===== config.mk =====
export PLATFORM = sky130hd
export DESIGN_NAME = avalon_st_mult_link_flat
export DESIGN_NICKNAME = d
export VERILOG_FILES = /design/src/rtl/avalon_st_mult_link_if.sv /design/src/rtl/avalon_st_mult_link.sv /design/src/flat_wrapper.sv
export SDC_FILE = /design/constraint.sdc
export NUM_CORES = 2
export LEC_CHECK = 0
export BUFFER_PORTS_ARGS = -buffer_cell sky130_fd_sc_hd__buf_2
export CORE_AREA = 2 2 255 320
export CTS_CLUSTER_SIZE = 10
export DETAILED_ROUTE_END_ITERATION = 6
export DIE_AREA = 0 0 257 322
export GPL_TIMING_DRIVEN = 0
export HOLD_SLACK_MARGIN = 0.05
export PLACE_DENSITY_LB_ADDON = 0.25
export SETUP_SLACK_MARGIN = 0.5
export SLEW_MARGIN = 20
export SYNTH_ARGS = -nofsm -noshare
export SYNTH_HDL_FRONTEND = slang
export SYNTH_SLANG_ARGS = --single-unit

===== constraint.sdc =====
create_clock -name clk -period 14.3 [get_ports clk]
set_input_delay 0.715 -clock clk [delete_from_list [all_inputs] [get_ports clk]]
set_output_delay 0.715 -clock clk [all_outputs]
set_load 0.02 [all_outputs]

===== src/rtl/avalon_st_mult_link_if.sv =====
// Bundle for the multiply link: the operand/result pair seen by the
// surrounding logic, plus read-only copies of the two internal byte-wide
// Avalon-ST channels so a stream monitor can observe framing and beat counts.
// The "slave" modport is the link itself; the "master" modport is the
// operand source / result consumer and channel observer.
interface avalon_st_mult_link_if #(
  parameter int SZ  = 32,
  parameter int DSZ = 8
);
  // Operands and result
  logic [SZ-1:0]   A;
  logic [SZ-1:0]   B;
  logic [2*SZ-1:0] RES;
  logic            ready_res;

  // Request channel copy (operands travelling towards the multiplier)
  logic [DSZ-1:0]  req_data;
  logic            req_valid;
  logic            req_ready;
  logic            req_sop;
  logic            req_eop;

  // Response channel copy (product travelling back)
  logic [DSZ-1:0]  rsp_data;
  logic            rsp_valid;
  logic            rsp_ready;
  logic            rsp_sop;
  logic            rsp_eop;

  modport master (
    output A, B,
    input  RES, ready_res,
    input  req_data, req_valid, req_ready, req_sop, req_eop,
    input  rsp_data, rsp_valid, rsp_ready, rsp_sop, rsp_eop
  );

  modport slave (
    input  A, B,
    output RES, ready_res,
    output req_data, req_valid, req_ready, req_sop, req_eop,
    output rsp_data, rsp_valid, rsp_ready, rsp_sop, rsp_eop
  );
endinterface


===== src/rtl/avalon_st_mult_link.sv =====
// Self-contained multiply link. The request side captures {B,A}, sends it
// LSB-first as one byte-wide Avalon-ST packet, waits for the product packet
// and publishes it on RES with a one-cycle ready_res pulse. The response side
// reassembles the operands, multiplies them (full width, unsigned) and
// streams the product back. Both receivers apply the same framing rules:
// SOP restarts a packet, beats before any SOP are dropped, beats beyond the
// expected count are dropped, and EOP at the wrong index discards the packet.
module avalon_st_mult_link #(
  parameter int SZ  = 32,
  parameter int DSZ = 8
) (
  input  logic                  clk,
  input  logic                  _rst,
  avalon_st_mult_link_if.slave  bus
);

  localparam int NREQ = (2 * SZ) / DSZ;
  localparam int NRSP = (2 * SZ) / DSZ;
  localparam int IW   = $clog2(NREQ + 1);

  typedef enum logic [1:0] {
    M_IDLE,
    M_SEND,
    M_WAIT,
    M_DONE
  } m_state_e;

  typedef enum logic [1:0] {
    S_RECV,
    S_CALC,
    S_SEND
  } s_state_e;

  // Outcome of presenting one accepted beat to a packet receiver.
  typedef struct packed {
    logic [IW-1:0] idx;     // index the next non-SOP beat will land on
    logic [IW-1:0] wr_idx;  // byte slot written by this beat
    logic          in_pkt;  // receiver is inside a packet after this beat
    logic          wr;      // this beat carries a byte to store
    logic          done;    // this beat completed a well-formed packet
  } rx_step_t;

  // Shared framing rules for both receivers; last is the index of the final
  // expected beat.
  function automatic rx_step_t rx_step(input logic [IW-1:0] idx,
                                       input logic          in_pkt,
                                       input logic          sop,
                                       input logic          eop,
                                       input logic [IW-1:0] last);
    rx_step_t r;
    r.idx    = idx;
    r.wr_idx = idx;
    r.in_pkt = in_pkt;
    r.wr     = 1'b0;
    r.done   = 1'b0;
    if (sop) begin
      r.wr     = 1'b1;
      r.wr_idx = '0;
      if (eop) begin
        r.in_pkt = 1'b0;
        r.done   = (last == '0);
      end else begin
        r.in_pkt = 1'b1;
        r.idx    = IW'(1);
      end
    end else if (in_pkt) begin
      if (idx > last) begin
        // Overflowing beats are dropped; a late EOP ends the broken packet.
        if (eop) begin
          r.in_pkt = 1'b0;
        end
      end else begin
        r.wr = 1'b1;
        if (eop) begin
          r.in_pkt = 1'b0;
          r.done   = (idx == last);
        end else begin
          r.idx = idx + IW'(1);
        end
      end
    end
    return r;
  endfunction

  // Request side state
  m_state_e        m_state_q, m_state_d;
  logic [2*SZ-1:0] shreg_q, shreg_d;
  logic [IW-1:0]   tx_cnt_q, tx_cnt_d;
  logic [2*SZ-1:0] racc_q, racc_d;
  logic [IW-1:0]   ridx_q, ridx_d;
  logic            rin_pkt_q, rin_pkt_d;
  logic [2*SZ-1:0] res_q, res_d;
  logic            ready_res_q, ready_res_d;
  rx_step_t        m_rx;

  // Response side state
  s_state_e        s_state_q, s_state_d;
  logic [2*SZ-1:0] buf_q, buf_d;
  logic [IW-1:0]   sidx_q, sidx_d;
  logic            sin_pkt_q, sin_pkt_d;
  logic [2*SZ-1:0] prod_q, prod_d;
  logic [IW-1:0]   stx_q, stx_d;
  logic            s_ready_q, s_ready_d;
  rx_step_t        s_rx;

  // Internal Avalon-ST channels
  logic [DSZ-1:0]  req_data;
  logic            req_valid;
  logic            req_ready;
  logic            req_sop;
  logic            req_eop;
  logic [DSZ-1:0]  rsp_data;
  logic            rsp_valid;
  logic            rsp_ready;
  logic            rsp_sop;
  logic            rsp_eop;

  // Channel signals come straight from registers so neither side has a
  // combinational path through the other.
  assign req_valid = (m_state_q == M_SEND);
  assign req_data  = shreg_q[DSZ-1:0];
  assign req_sop   = req_valid && (tx_cnt_q == '0);
  assign req_eop   = req_valid && (tx_cnt_q == IW'(NREQ - 1));
  assign req_ready = s_ready_q;

  assign rsp_valid = (s_state_q == S_SEND);
  assign rsp_data  = prod_q[DSZ-1:0];
  assign rsp_sop   = rsp_valid && (stx_q == '0);
  assign rsp_eop   = rsp_valid && (stx_q == IW'(NRSP - 1));
  assign rsp_ready = (m_state_q == M_WAIT);

  assign bus.RES       = res_q;
  assign bus.ready_res = ready_res_q;
  assign bus.req_data  = req_data;
  assign bus.req_valid = req_valid;
  assign bus.req_ready = req_ready;
  assign bus.req_sop   = req_sop;
  assign bus.req_eop   = req_eop;
  assign bus.rsp_data  = rsp_data;
  assign bus.rsp_valid = rsp_valid;
  assign bus.rsp_ready = rsp_ready;
  assign bus.rsp_sop   = rsp_sop;
  assign bus.rsp_eop   = rsp_eop;

  // Request side: capture, serialise, collect the product, publish it.
  always_comb begin
    m_state_d   = m_state_q;
    shreg_d     = shreg_q;
    tx_cnt_d    = tx_cnt_q;
    racc_d      = racc_q;
    ridx_d      = ridx_q;
    rin_pkt_d   = rin_pkt_q;
    res_d       = res_q;
    ready_res_d = 1'b0;
    m_rx        = '0;
    case (m_state_q)
      M_IDLE: begin
        shreg_d   = {bus.B, bus.A};
        tx_cnt_d  = '0;
        m_state_d = M_SEND;
      end
      M_SEND: begin
        if (req_ready) begin
          shreg_d  = shreg_q >> DSZ;
          tx_cnt_d = tx_cnt_q + IW'(1);
          if (req_eop) begin
            ridx_d    = '0;
            rin_pkt_d = 1'b0;
            m_state_d = M_WAIT;
          end
        end
      end
      M_WAIT: begin
        if (rsp_valid) begin
          m_rx      = rx_step(ridx_q, rin_pkt_q, rsp_sop, rsp_eop, IW'(NRSP - 1));
          ridx_d    = m_rx.idx;
          rin_pkt_d = m_rx.in_pkt;
          for (int i = 0; i < NRSP; i++) begin
            if (m_rx.wr && (m_rx.wr_idx == IW'(i))) begin
              racc_d[i*DSZ +: DSZ] = rsp_data;
            end
          end
          if (m_rx.done) begin
            m_state_d = M_DONE;
          end
        end
      end
      M_DONE: begin
        res_d       = racc_q;
        ready_res_d = 1'b1;
        rin_pkt_d   = 1'b0;
        m_state_d   = M_IDLE;
      end
      default: begin
        m_state_d = M_IDLE;
      end
    endcase
  end

  // Request side registers.
  always_ff @(posedge clk or negedge _rst) begin
    if (!_rst) begin
      m_state_q   <= M_IDLE;
      shreg_q     <= '0;
      tx_cnt_q    <= '0;
      racc_q      <= '0;
      ridx_q      <= '0;
      rin_pkt_q   <= 1'b0;
      res_q       <= '0;
      ready_res_q <= 1'b0;
    end else begin
      m_state_q   <= m_state_d;
      shreg_q     <= shreg_d;
      tx_cnt_q    <= tx_cnt_d;
      racc_q      <= racc_d;
      ridx_q      <= ridx_d;
      rin_pkt_q   <= rin_pkt_d;
      res_q       <= res_d;
      ready_res_q <= ready_res_d;
    end
  end

  // Response side: reassemble operands, multiply once, stream the product.
  always_comb begin
    s_state_d = s_state_q;
    buf_d     = buf_q;
    sidx_d    = sidx_q;
    sin_pkt_d = sin_pkt_q;
    prod_d    = prod_q;
    stx_d     = stx_q;
    s_rx      = '0;
    case (s_state_q)
      S_RECV: begin
        if (req_valid && req_ready) begin
          s_rx      = rx_step(sidx_q, sin_pkt_q, req_sop, req_eop, IW'(NREQ - 1));
          sidx_d    = s_rx.idx;
          sin_pkt_d = s_rx.in_pkt;
          for (int i = 0; i < NREQ; i++) begin
            if (s_rx.wr && (s_rx.wr_idx == IW'(i))) begin
              buf_d[i*DSZ +: DSZ] = req_data;
            end
          end
          if (s_rx.done) begin
            s_state_d = S_CALC;
          end
        end
      end
      S_CALC: begin
        prod_d    = (2*SZ)'(buf_q[SZ-1:0]) * (2*SZ)'(buf_q[2*SZ-1:SZ]);
        stx_d     = '0;
        s_state_d = S_SEND;
      end
      S_SEND: begin
        if (rsp_ready) begin
          prod_d = prod_q >> DSZ;
          stx_d  = stx_q + IW'(1);
          if (rsp_eop) begin
            sidx_d    = '0;
            sin_pkt_d = 1'b0;
            s_state_d = S_RECV;
          end
        end
      end
      default: begin
        s_state_d = S_RECV;
      end
    endcase
    // Ready is registered so it stays low for the whole reset period.
    s_ready_d = (s_state_d == S_RECV);
  end

  // Response side registers.
  always_ff @(posedge clk or negedge _rst) begin
    if (!_rst) begin
      s_state_q <= S_RECV;
      buf_q     <= '0;
      sidx_q    <= '0;
      sin_pkt_q <= 1'b0;
      prod_q    <= '0;
      stx_q     <= '0;
      s_ready_q <= 1'b0;
    end else begin
      s_state_q <= s_state_d;
      buf_q     <= buf_d;
      sidx_q    <= sidx_d;
      sin_pkt_q <= sin_pkt_d;
      prod_q    <= prod_d;
      stx_q     <= stx_d;
      s_ready_q <= s_ready_d;
    end
  end

endmodule


===== src/flat_wrapper.sv =====
// flat-port wrapper written by rule: the top's interface ports become plain ports
module avalon_st_mult_link_flat 
#(
  parameter int SZ  = 32,
  parameter int DSZ = 8
)
  (clk, _rst, bus_A, bus_B, bus_RES, bus_ready_res, bus_req_data, bus_req_valid, bus_req_ready, bus_req_sop, bus_req_eop, bus_rsp_data, bus_rsp_valid, bus_rsp_ready, bus_rsp_sop, bus_rsp_eop);
  avalon_st_mult_link_if #(.SZ(SZ), .DSZ(DSZ)) bus_i ();
  input  logic clk;
  input  logic _rst;
  input wire logic [$bits(bus_i.A)-1:0] bus_A;
  input wire logic [$bits(bus_i.B)-1:0] bus_B;
  output wire logic [$bits(bus_i.RES)-1:0] bus_RES;
  output wire logic [$bits(bus_i.ready_res)-1:0] bus_ready_res;
  output wire logic [$bits(bus_i.req_data)-1:0] bus_req_data;
  output wire logic [$bits(bus_i.req_valid)-1:0] bus_req_valid;
  output wire logic [$bits(bus_i.req_ready)-1:0] bus_req_ready;
  output wire logic [$bits(bus_i.req_sop)-1:0] bus_req_sop;
  output wire logic [$bits(bus_i.req_eop)-1:0] bus_req_eop;
  output wire logic [$bits(bus_i.rsp_data)-1:0] bus_rsp_data;
  output wire logic [$bits(bus_i.rsp_valid)-1:0] bus_rsp_valid;
  output wire logic [$bits(bus_i.rsp_ready)-1:0] bus_rsp_ready;
  output wire logic [$bits(bus_i.rsp_sop)-1:0] bus_rsp_sop;
  output wire logic [$bits(bus_i.rsp_eop)-1:0] bus_rsp_eop;
  assign bus_i.A = bus_A;
  assign bus_i.B = bus_B;
  assign bus_RES = bus_i.RES;
  assign bus_ready_res = bus_i.ready_res;
  assign bus_req_data = bus_i.req_data;
  assign bus_req_valid = bus_i.req_valid;
  assign bus_req_ready = bus_i.req_ready;
  assign bus_req_sop = bus_i.req_sop;
  assign bus_req_eop = bus_i.req_eop;
  assign bus_rsp_data = bus_i.rsp_data;
  assign bus_rsp_valid = bus_i.rsp_valid;
  assign bus_rsp_ready = bus_i.rsp_ready;
  assign bus_rsp_sop = bus_i.rsp_sop;
  assign bus_rsp_eop = bus_i.rsp_eop;
  avalon_st_mult_link #(.SZ(SZ), .DSZ(DSZ)) u_core (.clk(clk), ._rst(_rst), .bus(bus_i));
endmodule

# Word-level counts from Yosys, hierarchy flattened
# Index checks and enable logic that the tools add are counted.
[word_totals]
reg_bits = 344
inputBits = 66
output_inout_bits = 89
word_cells = 193
[classes]
add_sub_neg = 4
n_mul = 1
order_cmp = 2
eq_ne = 36
n_mux = 65
n_reduce_logical = 56
[ops]
columns = ["cell", "n"]
rows = [
  ["$pmux 64 s2", 2],
  ["$mux 64", 2],
  ["$mux 4", 24],
  ["$mul 32x32->64", 1],
  ["$eq 4x3->1 const B", 12],
  ["$reduce_and 3->1", 16],
  ["$pmux 4 s2", 4],
  ["$mux 3", 8],
  ["$logic_and 1x1->1", 21],
  ["$mux 2", 10],
  ["$add 4x1->4 const B", 4],
  ["$eq 4x2->1 const B", 4],
  ["$logic_not 4->1", 4],
  ["$reduce_and 7->1", 2],
  ["$reduce_and 4->1", 3],
  ["$mux 1", 11],
  ["$ne 2x2->1 const B", 5],
  ["$eq 4x1->1 const B", 2],
  ["$gt 4x3->1 const B", 2],
  ["$ne 2x1->1 const B", 4],
  ["$pmux 2 s4", 1],
  ["$reduce_bool 2->1", 4],
  ["$eq 2x2->1 const B", 3],
  ["$logic_not 2->1", 3],
  ["9 further kinds", 12],
]

# Depth between registers and ports, before layout
[logic_depth]
ltp_word = 12
depth_mapped = 28
depth_no_buf = 27

# Worst setup path after synthesis
# No wires, ideal clock.
[synth_path]
path_kind = "register to register"
startpoint = "register u_core.buf_q[42]"
endpoint = "register u_core.prod_q[60]"
setup_time_ns = 0.083
arrival_time_ns = 7.200
required_time_ns = 14.217
path_slack_ns = 7.017
path_stages_with_launch = 26
n_path_buf = 2
synth_period_minus_slack_ns = 7.283
path_cell_list = "dfrtp_1 clkbuf_1 and2_1 fa_1 fa_1 inv_1 fa_1 fa_1 fa_1 inv_1 fa_1 fa_1 fa_1 ha_1 clkbuf_1 o21ai_0 o211a_1 o2111a_1 a311oi_1 nor3_1 a21oi_1 a21oi_1 o21ai_1 a21oi_1 xor2_1 o21ai_0"
[synth_between]
elab_chain_cells = 2
[synth_lines]
columns = ["element", "line", "rtl"]
rows = [
  ["start, declared", "avalon_st_mult_link.sv:98", "logic [2*SZ-1:0] buf_q, buf_d;"],
  ["start signal, assigned", "avalon_st_mult_link.sv:284", "buf_q <= buf_d;"],
  ["$mul 32x32->64", "avalon_st_mult_link.sv:249", "prod_d = (2*SZ)'(buf_q[SZ-1:0]) * (2*SZ)'(buf_q[2*SZ-1:SZ]);"],
  ["$pmux 64 s2", "avalon_st_mult_link.sv:232", "case (s_state_q)"],
  ["end signal, assigned", "avalon_st_mult_link.sv:287", "prod_q <= prod_d;"],
  ["end, declared", "avalon_st_mult_link.sv:101", "logic [2*SZ-1:0] prod_q, prod_d;"],
]
# Every way passes these cells.
# A chain may end at the register's enable or synchronous reset.

# Final worst setup path
[layout_path]
startpoint = "register u_core.buf_q[38]"
endpoint = "register u_core.prod_q[56]"
# Same word-level chain as after synthesis.

==> results.md <==
- Number of synthesized flops with an enable pin: 0
- Initial Util: 0.594
- Post-cts gate resize count: 0
- GP Congestion: between 1 and 1.5
- Distinct cells, synth: 70
- Fin Clk Skew: just over 70 ps
- Worst hold path depth: 3
- Starting DRC count in detailed routing: about 3,200
- Layout cell share with drive strength beyond 1: 0.0903
- GRT Overall Usage: 0.407
- Arrival @ worst endpoint: ~9900 ps
- Placed inst area: between 0.04 and 0.05 mm²
- Post-synth net total: between 6,000 and 7,000
- Worst-case reg-to-reg path depth: 25
- RR Startpoint: u_core.buf_q[38]
- TritonCTS clock tree: yes
- FFs w/ async S/R, synth: 1.00
- I/O pins: between 150 and 200
- CORE AREA: 0.0797 mm²
- Mapped cell area: between 0.04 and 0.05 mm²
- Final hold vios: 0
- H-tree levels: 2
- R2r setup slk: ~4800 ps
- Crit path capture type: register
- CTS max path bufs: 3
- Max-Cap Viols: 0
- Pre-antenna DRT Iters: 7
- Via/cell ratio: between 5 and 6
- Slew HR: 0.0674
- Fin area: slightly above 0.05 mm²
- Mean post-synth cell area: between 9 and 10 µm²
- Post-layout min period: 9490 ps
- # rows: between 100 and 150
- Reg2reg end: u_core.prod_q[56]
- Hold Crit Endpoint: u_core.shreg_q[58]
- Final WL: between 150 and 200 mm
- Final setup TNS: 0 ps
- Nets: roughly 6,300
- Root buf cell: clkbuf_16
- Routed via count: ~37,000
- Cells after synthesis: 4,818
- Fmax: around 110 MHz
- Yosys Warn Count: 0
- Critical path class: register to register
- Most used DFF post-synth: dfrtp_1
- RSZ-0062 raised after global routing: no
- DP HPWL: around 130 mm
- Register bit total from synthesis: 344
- Hold/Removal Path Class: input port to register
- Drt drc: 0
- Hold path start: bus_B[26]
- Post-CTS setup buffer count: 0
- Clk_lat worst skew: 640 ps
- Crit path launch type: register
- Routed WL per cell: 26.9 µm
- Num Clock Sinks: between 300 and 400
- Initial antenna violation count: 13
- Die width: around 260 µm
- Worst Path Required: about 15,000 ps
- Worst slew pin tran: 1400 ps
- Port Buffers: 154
- CP max FO: 10
- GRT Residual Overflow: 0
- Status: completed
- Area Overhead vs Synth: 7.66%
- Vias in the first global route: 37,900
- Global-route wire length before repair: 242 mm
- Die area: 0.0828 mm²
- Post-route clock period utilization: 0.664
- Final Max Tran Viols: 0
- Post-route ant nets: 0
- Sequential cell area fraction in the yosys report: 0.182
- Final setup viols: 0
- Num CTS Buffers: 43
- Die Ht: around 320 µm
- Largest net degree at the start of global routing: 89
- Worst-path clk slew: around 60 ps
-- Yosys cell counts (16+ instances only) --
cell type	instances	area [µm²]
mux2i_1	74	741
clkbuf_1	270	1010
fa_1	896	17900
o21ai_0	161	806
inv_1	869	3260
and2_1	593	3710
ha_1	273	3420
nand3_1	29	145
dfrtp_1	344	8610
a21oi_1	89	445
a21o_1	36	270
a22oi_1	16	120
nand4_1	21	131
nor2_1	73	274
xor2_1	31	272
nand2_1	632	2370
buf_4	16	120
xnor2_1	32	280
nor2b_1	17	106
a31oi_1	23	144
mux2_2	194	2180
-- how the worst max path moves through the flow --
stage	slack (ps)	from	endpoint	cells after the start
3_5_place_dp	5060	u_core.buf_q[42]	u_core.prod_q[56]	25
4_1_cts	5000	u_core.buf_q[42]	u_core.prod_q[56]	25
5_1_grt	4630	u_core.buf_q[38]	u_core.prod_q[60]	25
6_report	4810	u_core.buf_q[38]	u_core.prod_q[56]	25
2_1_floorplan	7020	u_core.buf_q[42]	u_core.prod_q[60]	25
3_3_place_gp	5100	u_core.buf_q[42]	u_core.prod_q[56]	25
-- state kept, by name (all words and copies together) (netlist names), 2 cells and up --
name / count
u_core.bus.RES: 64
u_core.m_state_q: 2
u_core.shreg_q: 64
u_core.stx_q: 4
u_core.tx_cnt_q: 4
u_core.racc_q: 64
u_core.sidx_q: 4
u_core.s_state_q: 2
u_core.ridx_q: 4
u_core.prod_q: 64
u_core.buf_q: 64
-- cell type report --
class | count | area [µm²]
multi-input cells | 3314 | 34400
fillers | 6587 | 28700
flip-flops and latches | 344 | 8610
inverters | 869 | 3260
well taps | 1062 | 1330
plain buffers | 291 | 1160
clock buffers | 48 | 1100
repair buffers | 162 | 931
clock inverters | 10 | 174
diodes | 18 | 45.0
-- per-stage QoR --
step / setup WS, ps / utilization / std cells / hold WS [ps]
after floorplan: 7020 / - / 4818 / 419
after global placement: 5100 / 0.621 / 6034 / 463
after detailed placement: 5060 / 0.623 / 6041 / 474
after CTS: 5000 / 0.639 / 6100 / 373
after global routing: 4630 / 0.639 / 6101 / 417
final: 4810 / 0.640 / 6118 / 364
-- routing by layer --
layer	track usage	share of wire	vias to the layer above
met5	0	0.00038	-
met4	0.332	0.10	10
met3	0.0977	0.097	723
met2	0.627	0.45	2158
met1	0.490	0.35	18700
li1	-	-	15000
-- layout by cell type, fill, tap and decap left out, types with 7 or more instances in the layout --
| cell | n |
|---|---|
| buf_2 | 154 |
| xor2_1 | 31 |
| and3_1 | 14 |
| inv_1 | 869 |
| mux2i_1 | 74 |
| nand2b_1 | 8 |
| clkbuf_2 | 7 |
| and2_1 | 593 |
| buf_4 | 17 |
| fa_1 | 896 |
| nor2_1 | 72 |
| nand3_1 | 29 |
| clkbuf_1 | 267 |
| xnor2_1 | 32 |
| nand2_1 | 632 |
| a21oi_1 | 88 |
| o21ai_0 | 161 |
| nor2b_1 | 17 |
| o21bai_1 | 9 |
| o31ai_1 | 7 |
| a31oi_1 | 23 |
| clkbuf_16 | 43 |
| diode_2 | 18 |
| ha_1 | 273 |
| mux2_2 | 194 |
| nand4_1 | 21 |
| a22oi_1 | 16 |
| dfrtp_1 | 340 |
| a21o_1 | 36 |
-- worst max-delay path, stage by stage (launching register included) --
cell,delay (ps)
dfrtp_1,730
clkbuf_1,830
and2_1,270
fa_1,440
fa_1,490
fa_1,690
inv_1,100
fa_1,480
inv_1,50
fa_1,490
fa_1,560
fa_1,430
fa_1,470
ha_1,280
clkbuf_1,260
o21ai_0,190
o211a_1,270
o2111a_1,250
a311oi_1,570
nor3_1,100
a21oi_1,370
a21oi_1,190
o21ai_1,370
a21oi_1,140
xor2_1,180
o21ai_0,90
-- repair_timing --
| item | in CTS | in global routing |
|---|---|---|
| hold endpoints to repair | 36 | 0 |
| hold buffers | 1 | 0 |
| endpoints found under the setup margin | 0 | 0 |
-- logic make-up after synthesis --
logic type,after synthesis,share of synthesized area
AOI/OAI and AO/OA,396,0.0509
DFF,344,0.182
muxes,268,0.0618
adders and majority gates,1169,0.451
buffers and inverters,1160,0.0932
xor gates and xnor gates,63,0.0117
and+or+nand+nor,1418,0.150
Power is not shown: default switching activity piles up to over one toggle a cycle in this logic, so the estimate is an artifact.
